### src/rtl/nvram_upload_reader.sv
// Upload-side responder for one ioctl index: reads two bytes from the 8-bit save RAM,
// packs them into one 16-bit ioctl word, stalls hps_io meanwhile and holds the game CPU.
module nvram_upload_reader #(
    parameter int unsigned ADDR_W  = 10,
    parameter int unsigned RAM_LAT = 1,
    parameter logic [7:0]  INDEX   = 8'd4
) (
    input  logic              clk_sys,
    input  logic              reset_n,
    input  logic              ioctl_upload,
    input  logic [7:0]        ioctl_index,
    input  logic              ioctl_rd,
    input  logic [26:0]       ioctl_addr,
    output logic [15:0]       ioctl_din,
    output logic              ioctl_wait,
    output logic [ADDR_W-1:0] ram_addr,
    output logic              ram_rd,
    input  logic [7:0]        ram_q,
    output logic              hold_cpu
);

    localparam int unsigned IOCTL_AW = 27;
    localparam int unsigned CNT_W    = 2;
    localparam int unsigned DIN_W    = 16;

    typedef enum logic [2:0] {
        IDLE,
        RD_LO,
        WT_LO,
        RD_HI,
        WT_HI,
        DONE
    } state_e;

    state_e              state_q, state_d;
    logic [ADDR_W-1:0]   ram_addr_q, ram_addr_d;
    logic                ram_rd_q, ram_rd_d;
    logic                wait_q, wait_d;
    logic [DIN_W-1:0]    din_q, din_d;
    logic                hold_q, hold_d;
    logic [7:0]          lo_q, lo_d;
    logic [CNT_W-1:0]    cnt_q, cnt_d;
    logic                oor_q, oor_d;

    logic                sel_c;
    logic [IOCTL_AW-1:0] req_addr_c;
    logic                req_oor_c;
    logic                lat_last_c;

    // Request decode: word-aligned byte address and range check against the RAM size
    always_comb begin
        sel_c      = ioctl_upload && (ioctl_index == INDEX);
        req_addr_c = ioctl_addr & ~IOCTL_AW'(1);
        req_oor_c  = (req_addr_c >> ADDR_W) != '0;
        lat_last_c = (cnt_q == CNT_W'(RAM_LAT - 1));
    end

    // Next-state and registered-output computation
    always_comb begin
        state_d    = state_q;
        ram_addr_d = ram_addr_q;
        ram_rd_d   = 1'b0;
        wait_d     = wait_q;
        din_d      = din_q;
        hold_d     = sel_c;
        lo_d       = lo_q;
        cnt_d      = cnt_q;
        oor_d      = oor_q;

        unique case (state_q)
            IDLE: begin
                if (ioctl_rd && sel_c) begin
                    wait_d = 1'b1;
                    if (req_oor_c) begin
                        oor_d   = 1'b1;
                        state_d = DONE;
                    end else begin
                        oor_d      = 1'b0;
                        ram_addr_d = req_addr_c[ADDR_W-1:0];
                        ram_rd_d   = 1'b1;
                        state_d    = RD_LO;
                    end
                end
            end
            RD_LO: begin
                cnt_d   = '0;
                state_d = WT_LO;
            end
            WT_LO: begin
                if (lat_last_c) begin
                    lo_d       = ram_q;
                    ram_addr_d = {ram_addr_q[ADDR_W-1:1], 1'b1};
                    ram_rd_d   = 1'b1;
                    state_d    = RD_HI;
                end else begin
                    cnt_d = cnt_q + CNT_W'(1);
                end
            end
            RD_HI: begin
                cnt_d   = '0;
                state_d = WT_HI;
            end
            WT_HI: begin
                if (lat_last_c) begin
                    din_d   = {ram_q, lo_q};
                    wait_d  = 1'b0;
                    state_d = DONE;
                end else begin
                    cnt_d = cnt_q + CNT_W'(1);
                end
            end
            DONE: begin
                if (oor_q) begin
                    din_d = 16'hFFFF;
                end
                wait_d  = 1'b0;
                state_d = IDLE;
            end
            default: begin
                wait_d  = 1'b0;
                state_d = IDLE;
            end
        endcase

        // Upload deselected mid-read: drop everything, keep the last delivered word
        if ((state_q != IDLE) && !sel_c) begin
            state_d  = IDLE;
            wait_d   = 1'b0;
            ram_rd_d = 1'b0;
            din_d    = din_q;
        end
    end

    always_ff @(posedge clk_sys or negedge reset_n) begin
        if (!reset_n) begin
            state_q    <= IDLE;
            ram_addr_q <= '0;
            ram_rd_q   <= 1'b0;
            wait_q     <= 1'b0;
            din_q      <= '0;
            hold_q     <= 1'b0;
            lo_q       <= '0;
            cnt_q      <= '0;
            oor_q      <= 1'b0;
        end else begin
            state_q    <= state_d;
            ram_addr_q <= ram_addr_d;
            ram_rd_q   <= ram_rd_d;
            wait_q     <= wait_d;
            din_q      <= din_d;
            hold_q     <= hold_d;
            lo_q       <= lo_d;
            cnt_q      <= cnt_d;
            oor_q      <= oor_d;
        end
    end

    assign ioctl_din  = din_q;
    assign ioctl_wait = wait_q;
    assign ram_addr   = ram_addr_q;
    assign ram_rd     = ram_rd_q;
    assign hold_cpu   = hold_q;

endmodule

### config.mk
export PLATFORM = sky130hd
export DESIGN_NAME = nvram_upload_reader
export DESIGN_NICKNAME = d
export VERILOG_FILES = /design/src/rtl/nvram_upload_reader.sv
export SDC_FILE = /design/constraint.sdc
export NUM_CORES = 1
export LEC_CHECK = 0
export CORE_MARGIN = 2
export CORE_UTILIZATION = 45
export CTS_BUF_LIST = sky130_fd_sc_hd__clkbuf_4 sky130_fd_sc_hd__clkbuf_8
export CTS_CLUSTER_DIAMETER = 50
export DETAILED_ROUTE_END_ITERATION = 16
export PLACE_DENSITY = 0.81
export SLEW_MARGIN = 20
export SYNTH_ARGS = -nofsm -noshare
export SYNTH_HDL_FRONTEND = slang
export SYNTH_SLANG_ARGS = --single-unit
### constraint.sdc
create_clock -name clk_sys -period 2.83 [get_ports clk_sys]
set_input_delay 0.283 -clock clk_sys [delete_from_list [all_inputs] [get_ports clk_sys]]
set_output_delay 0.283 -clock clk_sys [all_outputs]
set_load 0.01 [all_outputs]
==> out/qor.yml, run 1 <==
outcome:
  status: "complete, no violations"
setup_path:
  required_ns: 3.01
  path_max_fanout: 16
  worstPathCellList: "clkdlybuf4s50_1 > nor4b_4 > nand3_4 > or4_1 > buf_4 > mux2_4"
  end_kind: "flop"
  ff2ff_path_depth: 6
  path_class: "in2reg"
  endpoint: "ioctl_din[7]"
  startpoint_type: "primary input"
  rrSetupSlack_ns: 0.81
  reg2reg_from: "cnt_q[1]"
  cp-startpoint: "ioctl_index[5]"
  slowest_stage: "or4_1"
  reg2reg_to: "ioctl_din[7]"
  arrival_ns: 2.29
  cpPeakStageDelay_ns: 0.50
clocking:
  cts_resized: 0
  cts_tree: "yes"
  postCtsSetupRepairBufs: 0
  cts_hold_buf: 0
  htreeDepth: 2
  clock-root-buffer: "clkbuf_8"
  clk_pin_slew_worst_paths_ns: 0.08
  clk_path_buf_depth: 2
  clk_latency_ns: 0.29
  cts_buffers: 5
  clkSinkCount: 43
sta:
  hold_viol: 0
  skew_ns: 0.00497
  timing.final.ws_setup_ns: 0.722
  fmax_mhz: 474
  slew_headroom_pct: 39.1
  setup_violations: 0
  min_period_ns: 2.11
  fin_crit_sh_pct: 74.5
  tightest_slew_ns: 0.914
  grt_setup_unrepaired: "false"
  slew_violations: 0
  setup_tns_ns: 0
cells_and_area:
  antenna_cells: 0
  drive_gt1_share_pct: 17.6
  fin_nets: 291
  finish.utilization_pct: 66.3
  syn_to_final_growth_pct: 41.8
  fill_cells: 345
drt:
  wl_mm: 4.04
  first_pass_iters: 4
  viasPerCell: 5.12
  route.detailed.drc: 0
  wire_per_inst_um: 13.6
  drt_iter0_markers: 53
  vias: 1516
  antenna_left: 0
grt:
  grt_start_max_net_pins: 44
  antenna_found_initial: 0
  global_route.usage.total_pct: 17.2
  grt_pass1_vias: 1553
  grt_pass1_wl_mm: 6.82
  grt_overflow: 0
floorplanning:
  die_h_um: 71.5
  core_area_um2: 4380
  dieWidth_um: 71.5
  rows: 24
  io_pins: 76
  initial_core_util_pct: 46.7
  dieArea_um2: 5110
yosys:
  synth-warning-count: 0
  yosysTopAreaCell: "dfrtp_1"
  synthTopCellsByArea: "dfrtp_1 53%, mux2_2 9.9%, mux2_4 7.3%, nand2b_1 5.2%, mux2i_1 3.4%"
  syn_area_um2: 2050
  ys_seq_elements: 43
  synth_seq_area_share_pct: 52.5
  synth_cell_type_count: 34
  avgSynthCellArea_um2: 12.2
  synth_fp_nets: 216
  synth_cells: 168
  synth_top_area_share_pct: 52.5
place:
  port_buffers: 74
  dp_worst_setup_slack_ns: 0.404
  dp_hpwl_mm: 3.02
  gpl.final_weighted_congestion: 0.746
power_and_ir_drop:
  max-vdd-ir-drop_mv: 0.271
  p_switching_uw: 233
  seq_power_share_pct: 55.8
  swShare_pct: 20.9
  power.density_nw_per_um2: 385
  p_leak_uw: 0.00132
  p_clk_share_pct: 34.8
  p_int_uw: 885
  combPwrFrac_pct: 9.3
job:
  maxCapViolCount: 0
worst_hold_path:
  hold_class: "in2async"
-- cell type report --
cell class              instances  area [um^2]  area share (%)
multi-input cells             106          883            30.4
flip-flops and latches         43         1080            37.0
repair buffers                 76          751            25.8
clock buffers                   7         83.8            2.89
clock inverters                 1         5.00           0.172
inverters                      11         41.3            1.42
well taps                      52         65.1            2.24
-- layout by cell type, fill, tap and decap left out, drive strengths merged --
cell,netlist,layout
nand2b,17,17
a21oi,6,6
o32ai,1,1
and2b,1,1
dfrtp,43,43
clkbuf,5,7
nor2,5,5
a32oi,1,1
nand3,2,2
a32o,1,1
mux2i,7,7
and3,1,1
o211ai,2,2
nor2b,2,2
buf,3,3
clkdlybuf4s50,0,73
clkinv,0,1
or3,2,2
nand4,1,1
or4,1,1
xnor2,2,2
inv,11,11
a31oi,1,1
nor4b,1,1
ha,1,1
mux2,28,28
o21ba,1,1
nand2,7,7
nor4,4,4
nand3b,2,2
nor3,4,4
o21ai,5,5
-- cell families after synthesis --
group	synth area share, %
XOR/XNOR	0.855
buffers and inverters	4.70
flip-flops	52.5
multiplexers	20.6
AO/OA/AOI/OAI	5.56
AND/OR/NAND/NOR	15.1
adder cells (fa/ha/maj)	0.610
-- worst min path at each step --
stage,startpoint,end,slack [ns]
floorplan,reset_n,cnt_q[0],-0.01
global placement,reset_n,ioctl_din[3],0.48
detailed placement,reset_n,ioctl_din[11],0.48
CTS,reset_n,ioctl_din[11],0.15
global route,reset_n,ioctl_din[11],0.20
finish,reset_n,ioctl_din[3],0.12
-- critical path, delay by kind of cell --
family        cells  cell delay, ns
simple gates      3            0.99
mux               1            0.32
buf+inv           2            0.68
-- per-layer routing --
metal  share of wire (%)  GRT usage, %  up-vias  wire length (um)
li1                    -             -      729                 -
met1                  41          20.4      719              1670
met2                  49          28.9       62              1980
met3                 8.1          5.77        6               326
met4                 1.8          6.92        0                71
met5                   0             0        -                 0
-- per-stage QoR --
step	hold WS, ns	instance area [um^2]	std cells	power [uW]
3_5_place_dp	0.481	2820	288	744
5_1_grt	0.201	2910	296	1170
3_3_place_gp	0.478	2820	288	741
6_report	0.117	2910	296	1120
2_1_floorplan	-0.0126	2050	168	661
4_1_cts	0.151	2910	296	1140
-- cell usage after synthesis (all sizes together) --
cell    instances
nand3           2
o21ai           5
inv            11
nor2b           2
a32oi           1
nand2b         17
o211ai          2
nand2           7
o32ai           1
nor2            5
and3            1
mux2           28
clkbuf          5
nand4           1
nor4            4
and2b           1
or4             1
buf             3
nor4b           1
ha              1
nor3            4
or3             2
xnor2           2
mux2i           7
dfrtp          43
a32o            1
a21oi           6
a31oi           1
o21ba           1
nand3b          2
-- flip-flops by register name (all words and copies together) (netlist names) --
| signal | cells |
|---|---|
| cnt_q | 2 |
| oor_q | 1 |
| ram_rd | 1 |
| ioctl_din | 16 |
| hold_cpu | 1 |
| ram_addr | 10 |
| state_q | 3 |
| lo_q | 8 |
| ioctl_wait | 1 |
-- power by group through the flow --
stage | clock, uW | combinational (uW) | sequential (uW)
finish | 389 | 104 | 625
global route | 431 | 115 | 625
CTS | 407 | 107 | 624
detailed placement | 0 | 107 | 637
global placement | 0 | 105 | 636
floorplan | 0 | 24.2 | 636
No activity file was read; power rests on OpenSTA's default activity.
==> run 2, diff against run 1 <==
- clock period: 2.83 -> 2 ns (I/O delays scaled with it)
==> run 2 against run 1 <==
- sequential power is 41% higher
- critical path depth is the same
- final cell count increased by 5.1%
- non-clock buffer count rose by 16
- die area stayed put
- power up 42%
- sequential share of layout area is 1.6 points lower
- register-to-register slack got worse by 0.62 ns
- clock skew is 0.0025 ns higher
- global-route usage rose by 0.55 points
- flip-flop and latch count unchanged
==> out/qor.yml, run 2 (same netlist as run 1, synthesis figures left out) <==
outcome:
  status: "complete, no violations"
sta:
  fmax_mhz: 516
  skew_ns: 0.00748  # +0.00251 ns
  setup_violations: 0  # unchanged
  slew_headroom_pct: 52.2  # +13 points
  hold_viol: 0  # unchanged
  slew_violations: 0  # unchanged
  tightest_slew_ns: 0.717  # -0.197 ns
  min_period_ns: 1.94
  timing.final.ws_setup_ns: 0.0621  # -0.659 ns
  setup_tns_ns: 0  # unchanged
  fin_crit_sh_pct: 96.9
  grt_setup_unrepaired: "false"
setup_path:
  end_kind: "flop"
  path_max_fanout: 16  # unchanged
  slowest_stage: "or4_1"
  cpPeakStageDelay_ns: 0.46  # -0.04 ns
  path_class: "in2reg"
  reg2reg_from: "cnt_q[1]"
  startpoint_type: "primary input"
  required_ns: 2.17  # -0.84 ns
  cp-startpoint: "ioctl_index[7]"
  worstPathCellList: "clkdlybuf4s50_1 > nor4b_4 > nand3_4 > or4_1 > buf_4 > mux2_4"
  arrival_ns: 2.11  # -0.18 ns
cells_and_area:
  syn_to_final_growth_pct: 48.1
  finish.utilization_pct: 69.2  # +3.0 points
  final_common_cell: "clkdlybuf4s50_1"
  drive_gt1_share_pct: 22.0  # +4.4 points
  final_cells: 311  # +5.1%
  largest_reg_flops: 16  # unchanged
  antenna_cells: 0  # unchanged
  fin_nets: 307  # +5.5%
  final_cell_mix: "73 x clkdlybuf4s50_1, 43 x dfrtp_1, 18 x mux2_2, 17 x nand2b_1, 17 x buf_4"
grt:
  global_route.usage.total_pct: 17.8  # +0.55 points
  grt_start_max_net_pins: 34  # -23%
  grt_pass1_vias: 1599  # +3.0%
  antenna_found_initial: 0  # unchanged
  grt_overflow: 0  # unchanged
  grt_pass1_wl_mm: 7.07  # +3.7%
clocking:
  htreeDepth: 2  # unchanged
  cts_buffers: 5  # unchanged
  cts_tree: "yes"
  clock-root-buffer: "clkbuf_8"
  clk_latency_ns: 0.29  # about the same
  clk_path_buf_depth: 2  # unchanged
  clkSinkCount: 43  # unchanged
  clk_pin_slew_worst_paths_ns: 0.07  # about the same
power_and_ir_drop:
  p_int_uw: 1260  # +42%
  p_clk_share_pct: 34.4  # -0.4 points
  swShare_pct: 20.8  # -0.071 points
  seq_power_share_pct: 55.7  # about the same
  combPwrFrac_pct: 9.8  # +0.5 points
  max-vdd-ir-drop_mv: 0.377  # +39%
  power.density_nw_per_um2: 522  # +36%
  p_switching_uw: 330  # +41%
  p_leak_uw: 0.00140  # +6.2%
drt:
  route.detailed.drc: 0  # unchanged
  antenna_left: 0  # unchanged
  first_pass_iters: 4  # unchanged
  vias: 1575  # +3.9%
  wire_per_inst_um: 13.7  # +0.55%
  viasPerCell: 5.06  # -1.1%
  drt_iter0_markers: 46  # -13%
  wl_mm: 4.27  # +5.6%
place:
  dp_hpwl_mm: 3.25  # +7.5%
  gpl.final_weighted_congestion: 0.770  # +3.2%
  dp_worst_setup_slack_ns: -0.236  # -0.639 ns
  port_buffers: 74  # unchanged
  dp_cells: 300  # +4.2%
floorplanning:
  dieArea_um2: 5110  # unchanged
  core_area_um2: 4380  # unchanged
  initial_core_util_pct: 46.7  # unchanged
  die_h_um: 71.5  # unchanged
  dieWidth_um: 71.5  # unchanged
  io_pins: 76  # unchanged
  rows: 24  # unchanged
worst_hold_path:
  hold_class: "in2reg"
  min_from: "ioctl_addr[8]"
job:
  maxCapViolCount: 0  # unchanged
[run 2: changes by cell type in the layout (fill, tap and decap cells not counted)]
cell           delta
dlygate4sd3_1     +1
clkbuf_4          -2
nor4_2            -1
clkbuf_8          +1
nor4_4            +1
buf_4            +15
[run 2: stage by stage]
stage | total power, uW | cell area, um^2 | hold WS (ns)
after global routing | 1650 | 3040 | 0.473
after floorplan | 935 | 2050 | -0.0956
after global placement | 1050 | 2910 | 0.290
final | 1590 | 3040 | 0.457
after CTS | 1610 | 3000 | 0.449
after detailed placement | 1060 | 2910 | 0.294
[run 2: final cells by class]
type                       count  area [um^2]
clock buffer                   6         82.6
clock inverter                 1         5.00
fill                         338         1350
inverter                      11         41.3
multi-input combinational    106          892
sequential                    43         1080
tap                           52         65.1
timing repair buffer          92          873
[run 2: timing repair]
action	CTS	global route
hold endpoints to repair	31	0
resized for setup	0	1
setup endpoints to repair	0	4
setup buffers	0	3
hold buffers	1	0
[run 2: worst max-delay path: cells and delay by family]
family | cells | cell delay [ns]
AND/OR/NAND/NOR | 3 | 0.89
multiplexers | 1 | 0.32
buffers and inverters | 2 | 0.68
[run 2: worst paths after layout]
| kind | to | slack (ns) | depth (start not counted) |
|---|---|---|---|
| setup / recovery | ioctl_din[9] | 0.06 | 6 |
| hold / removal | ram_addr[8] | 0.46 | 3 |
| setup reg to reg | ioctl_din[9] | 0.19 | 6 |
| hold reg to reg | lo_q[0] | 0.50 | 1 |
| max in group asynchronous | ram_rd | 0.91 | 3 |
| min in group asynchronous | cnt_q[1] | 0.50 | 2 |
[run 2: per-layer routing]
layer | up-vias | global-route usage, % | share of wire (%)
met5 | - | 0 | 0
met4 | 0 | 7.55 | 1.0
met3 | 4 | 5.20 | 7.1
met2 | 59 | 28.9 | 49
met1 | 752 | 22.2 | 42
li1 | 760 | - | -
[run 2: power by group through the flow]
stage	clock network (uW)	logic, uW	registers, uW
2_1_floorplan	0	34.3	901
3_3_place_gp	0	152	901
3_5_place_dp	0	156	901
4_1_cts	566	158	884
5_1_grt	596	172	885
6_report	546	156	884
==> run 3, diff against run 2 <==
- ABC_AREA: not set -> 0
- PLACE_DENSITY: 0.81 -> 0.78
==> run 3 against run 2 <==
- wire length up 0.56%
- flip-flop and latch count unchanged
- clock power up 22%
- setup slack worse by 0.0065 ns
- critical path depth unchanged
- clock-buffer cell count unchanged
- sequential share of layout area about the same
- core utilization down 0.086 points
- sequential power about the same
- combinational power about the same
- highest routed layer unchanged
- non-clock buffer count down 3
==> out/qor.yml, run 3 (same netlist as run 1, synthesis figures left out) <==
grt:
  grt_pass1_wl_mm: 7.20  # +1.8%
  grt_start_max_net_pins: 44  # +29%
  global_route.usage.total_pct: 18.0  # +0.25 points
  antenna_found_initial: 0  # unchanged
  grt_pass1_vias: 1581  # -1.1%
  grt_overflow: 0  # unchanged
sta:
  min_period_ns: 1.94  # +0.00649 ns
  slew_violations: 0  # unchanged
  grt_setup_unrepaired: "false"
  hold_viol: 0  # unchanged
  setup_violations: 0  # unchanged
  timing.final.ws_setup_ns: 0.0556  # -0.00649 ns
  tightest_slew_ns: 0.632  # -0.0846 ns
  fin_crit_sh_pct: 97.2  # +0.32 points
  slew_headroom_pct: 57.7  # +5.5 points
  skew_ns: 0.00295  # -0.00453 ns
  fmax_mhz: 514  # -0.33%
place:
  dp_hpwl_mm: 3.17  # -2.4%
  dp_worst_setup_slack_ns: -0.254  # -0.0188 ns
  port_buffers: 74  # unchanged
  dpl_cell_area_um2: 2890  # -0.52%
  gpl.final_weighted_congestion: 0.860  # +12%
setup_path:
  end_kind: "flop"
  crit_family: "simple AND/OR/NAND/NOR gates"
  startpoint_type: "primary input"
  cpPeakStageDelay_ns: 0.48  # +0.02 ns
  cp_num_cells: 6  # unchanged
  worstPathCellList: "clkdlybuf4s50_1 > nor4b_4 > nand3_4 > or4_1 > buf_4 > mux2_4"
  slowest_stage: "or4_1"
  required_ns: 2.18  # about the same
  ff2ff_path_depth: 6  # unchanged
  path_max_fanout: 16  # unchanged
  arrival_ns: 2.13  # +0.02 ns
  path_class: "in2reg"
  worst-path-buf-inv: 2  # unchanged
power_and_ir_drop:
  p_switching_uw: 338  # +2.5%
  power.density_nw_per_um2: 561  # +7.4%
  seq_power_share_pct: 51.9  # -3.8 points
  swShare_pct: 19.9  # -0.92 points
  p_int_uw: 1360  # +8.5%
  combPwrFrac_pct: 9.0  # -0.8 points
  p_leak_uw: 0.00140  # -0.48%
  max-vdd-ir-drop_mv: 0.335  # -11%
  p_clk_share_pct: 39.1  # +4.7 points
clocking:
  clock-root-buffer: "clkbuf_8"
  htreeDepth: 2  # unchanged
  cts_tree: "yes"
  clk_path_buf_depth: 2  # unchanged
  cts_buffers: 5  # unchanged
  clk_latency_ns: 0.29  # about the same
  clk_pin_slew_worst_paths_ns: 0.08  # about the same
  clkSinkCount: 43  # unchanged
worst_hold_path:
  hold_depth: 3  # unchanged
  hold_class: "in2reg"
cells_and_area:
  drive_gt1_share_pct: 21.1  # -0.91 points
  seqCellArea_um2: 1080  # unchanged
  final_common_cell: "clkdlybuf4s50_1"
  fill_cells: 344  # +1.8%
  largest_reg_flops: 16  # unchanged
  fin_nets: 304  # -0.98%
  multi_input_area_um2: 892  # unchanged
  final_cell_mix: "73 x clkdlybuf4s50_1, 43 x dfrtp_1, 18 x mux2_2, 17 x nand2b_1, 14 x buf_4"
  antenna_cells: 0  # unchanged
  syn_to_final_growth_pct: 47.9
  design_area_um2: 3030  # -0.12%
drt:
  first_pass_iters: 4  # unchanged
  drt_iter0_markers: 36  # -22%
  route.detailed.drc: 0  # unchanged
  antenna_left: 0  # unchanged
  viasPerCell: 5.08  # +0.40%
  wire_per_inst_um: 13.9  # +1.5%
  wl_mm: 4.29  # +0.56%
  vias: 1566  # -0.57%
floorplanning:
  core_area_um2: 4380  # unchanged
  die_h_um: 71.5  # unchanged
  rows: 24  # unchanged
  dieWidth_um: 71.5  # unchanged
  initial_core_util_pct: 46.7  # unchanged
  dieArea_um2: 5110  # unchanged
  io_pins: 76  # unchanged
outcome:
  status: "complete, no violations"
job:
  maxCapViolCount: 0  # unchanged
==> run 3: changes by cell type in the layout (fill, tap and decap cells not counted), sizes merged <==
| cell | delta |
|---|---|
| bufinv | +1 |
| clkinv | -1 |
| buf | -3 |
==> run 3: path summary, 6_finish.rpt <==
check,from,end,slack (ns)
worst max-delay path,ioctl_index[7],ioctl_din[15],0.06
worst min-delay path,ioctl_addr[6],ram_addr[6],0.46
worst max register to register,cnt_q[0],ioctl_din[15],0.17
worst min register to register,lo_q[2],lo_q[2],0.50
max in group asynchronous,reset_n,state_q[2],1.12
min in group asynchronous,reset_n,ioctl_din[5],0.51
==> run 3: cell type report <==
| class | instances | share of cell area, % |
|---|---|---|
| clock buffer | 6 | 2.52 |
| clock inverter | 1 | 0.991 |
| tap | 52 | 2.15 |
| multi-input combinational | 106 | 29.4 |
| inverter | 11 | 1.36 |
| sequential | 43 | 35.5 |
| timing repair buffer | 89 | 28.1 |
==> run 3: per-layer routing <==
layer  track usage (%)  vias to the layer above  part of all wire, %
met5                 0                        -                    0
met3              6.05                        6                  8.4
met2              29.1                       75                   48
met4              5.66                        0                  1.3
met1              23.0                      733                   42
li1                  -                      752                    -
==> run 3: worst register-to-register path: stages, from the launching register on <==
cell	delay [ns]
dfrtp_1	0.40
inv_1	0.09
ha_1	0.17
mux2i_1	0.08
or4_1	0.41
buf_4	0.24
mux2_4	0.32
==> run 3: timing repair <==
action,in CTS,in global routing
endpoints found under the hold margin,43,0
setup buffers,0,2
setup endpoints to repair,0,7
resized for setup,0,1
hold buffers,1,0
==> run 3: metrics by stage <==
stage                     setup TNS [ns]  util, %  hold slack (ns)  total power (uW)  std cells
after floorplan                        0        -          -0.0956               935        168
after global routing                   0     69.1            0.468              1770        308
after global placement             -4.19     66.0            0.301              1050        298
final                                  0     69.1            0.455              1700        308
after CTS                              0     68.6            0.450              1720        306
after detailed placement           -5.63     66.0            0.302              1050        298
==> run 3: power groups by stage <==
stage / combinational (uW) / sequential [uW] / clock, uW
2_1_floorplan: 34.3 / 901 / 0
3_3_place_gp: 150 / 901 / 0
3_5_place_dp: 153 / 901 / 0
4_1_cts: 155 / 883 / 678
5_1_grt: 169 / 885 / 712
6_report: 153 / 883 / 665
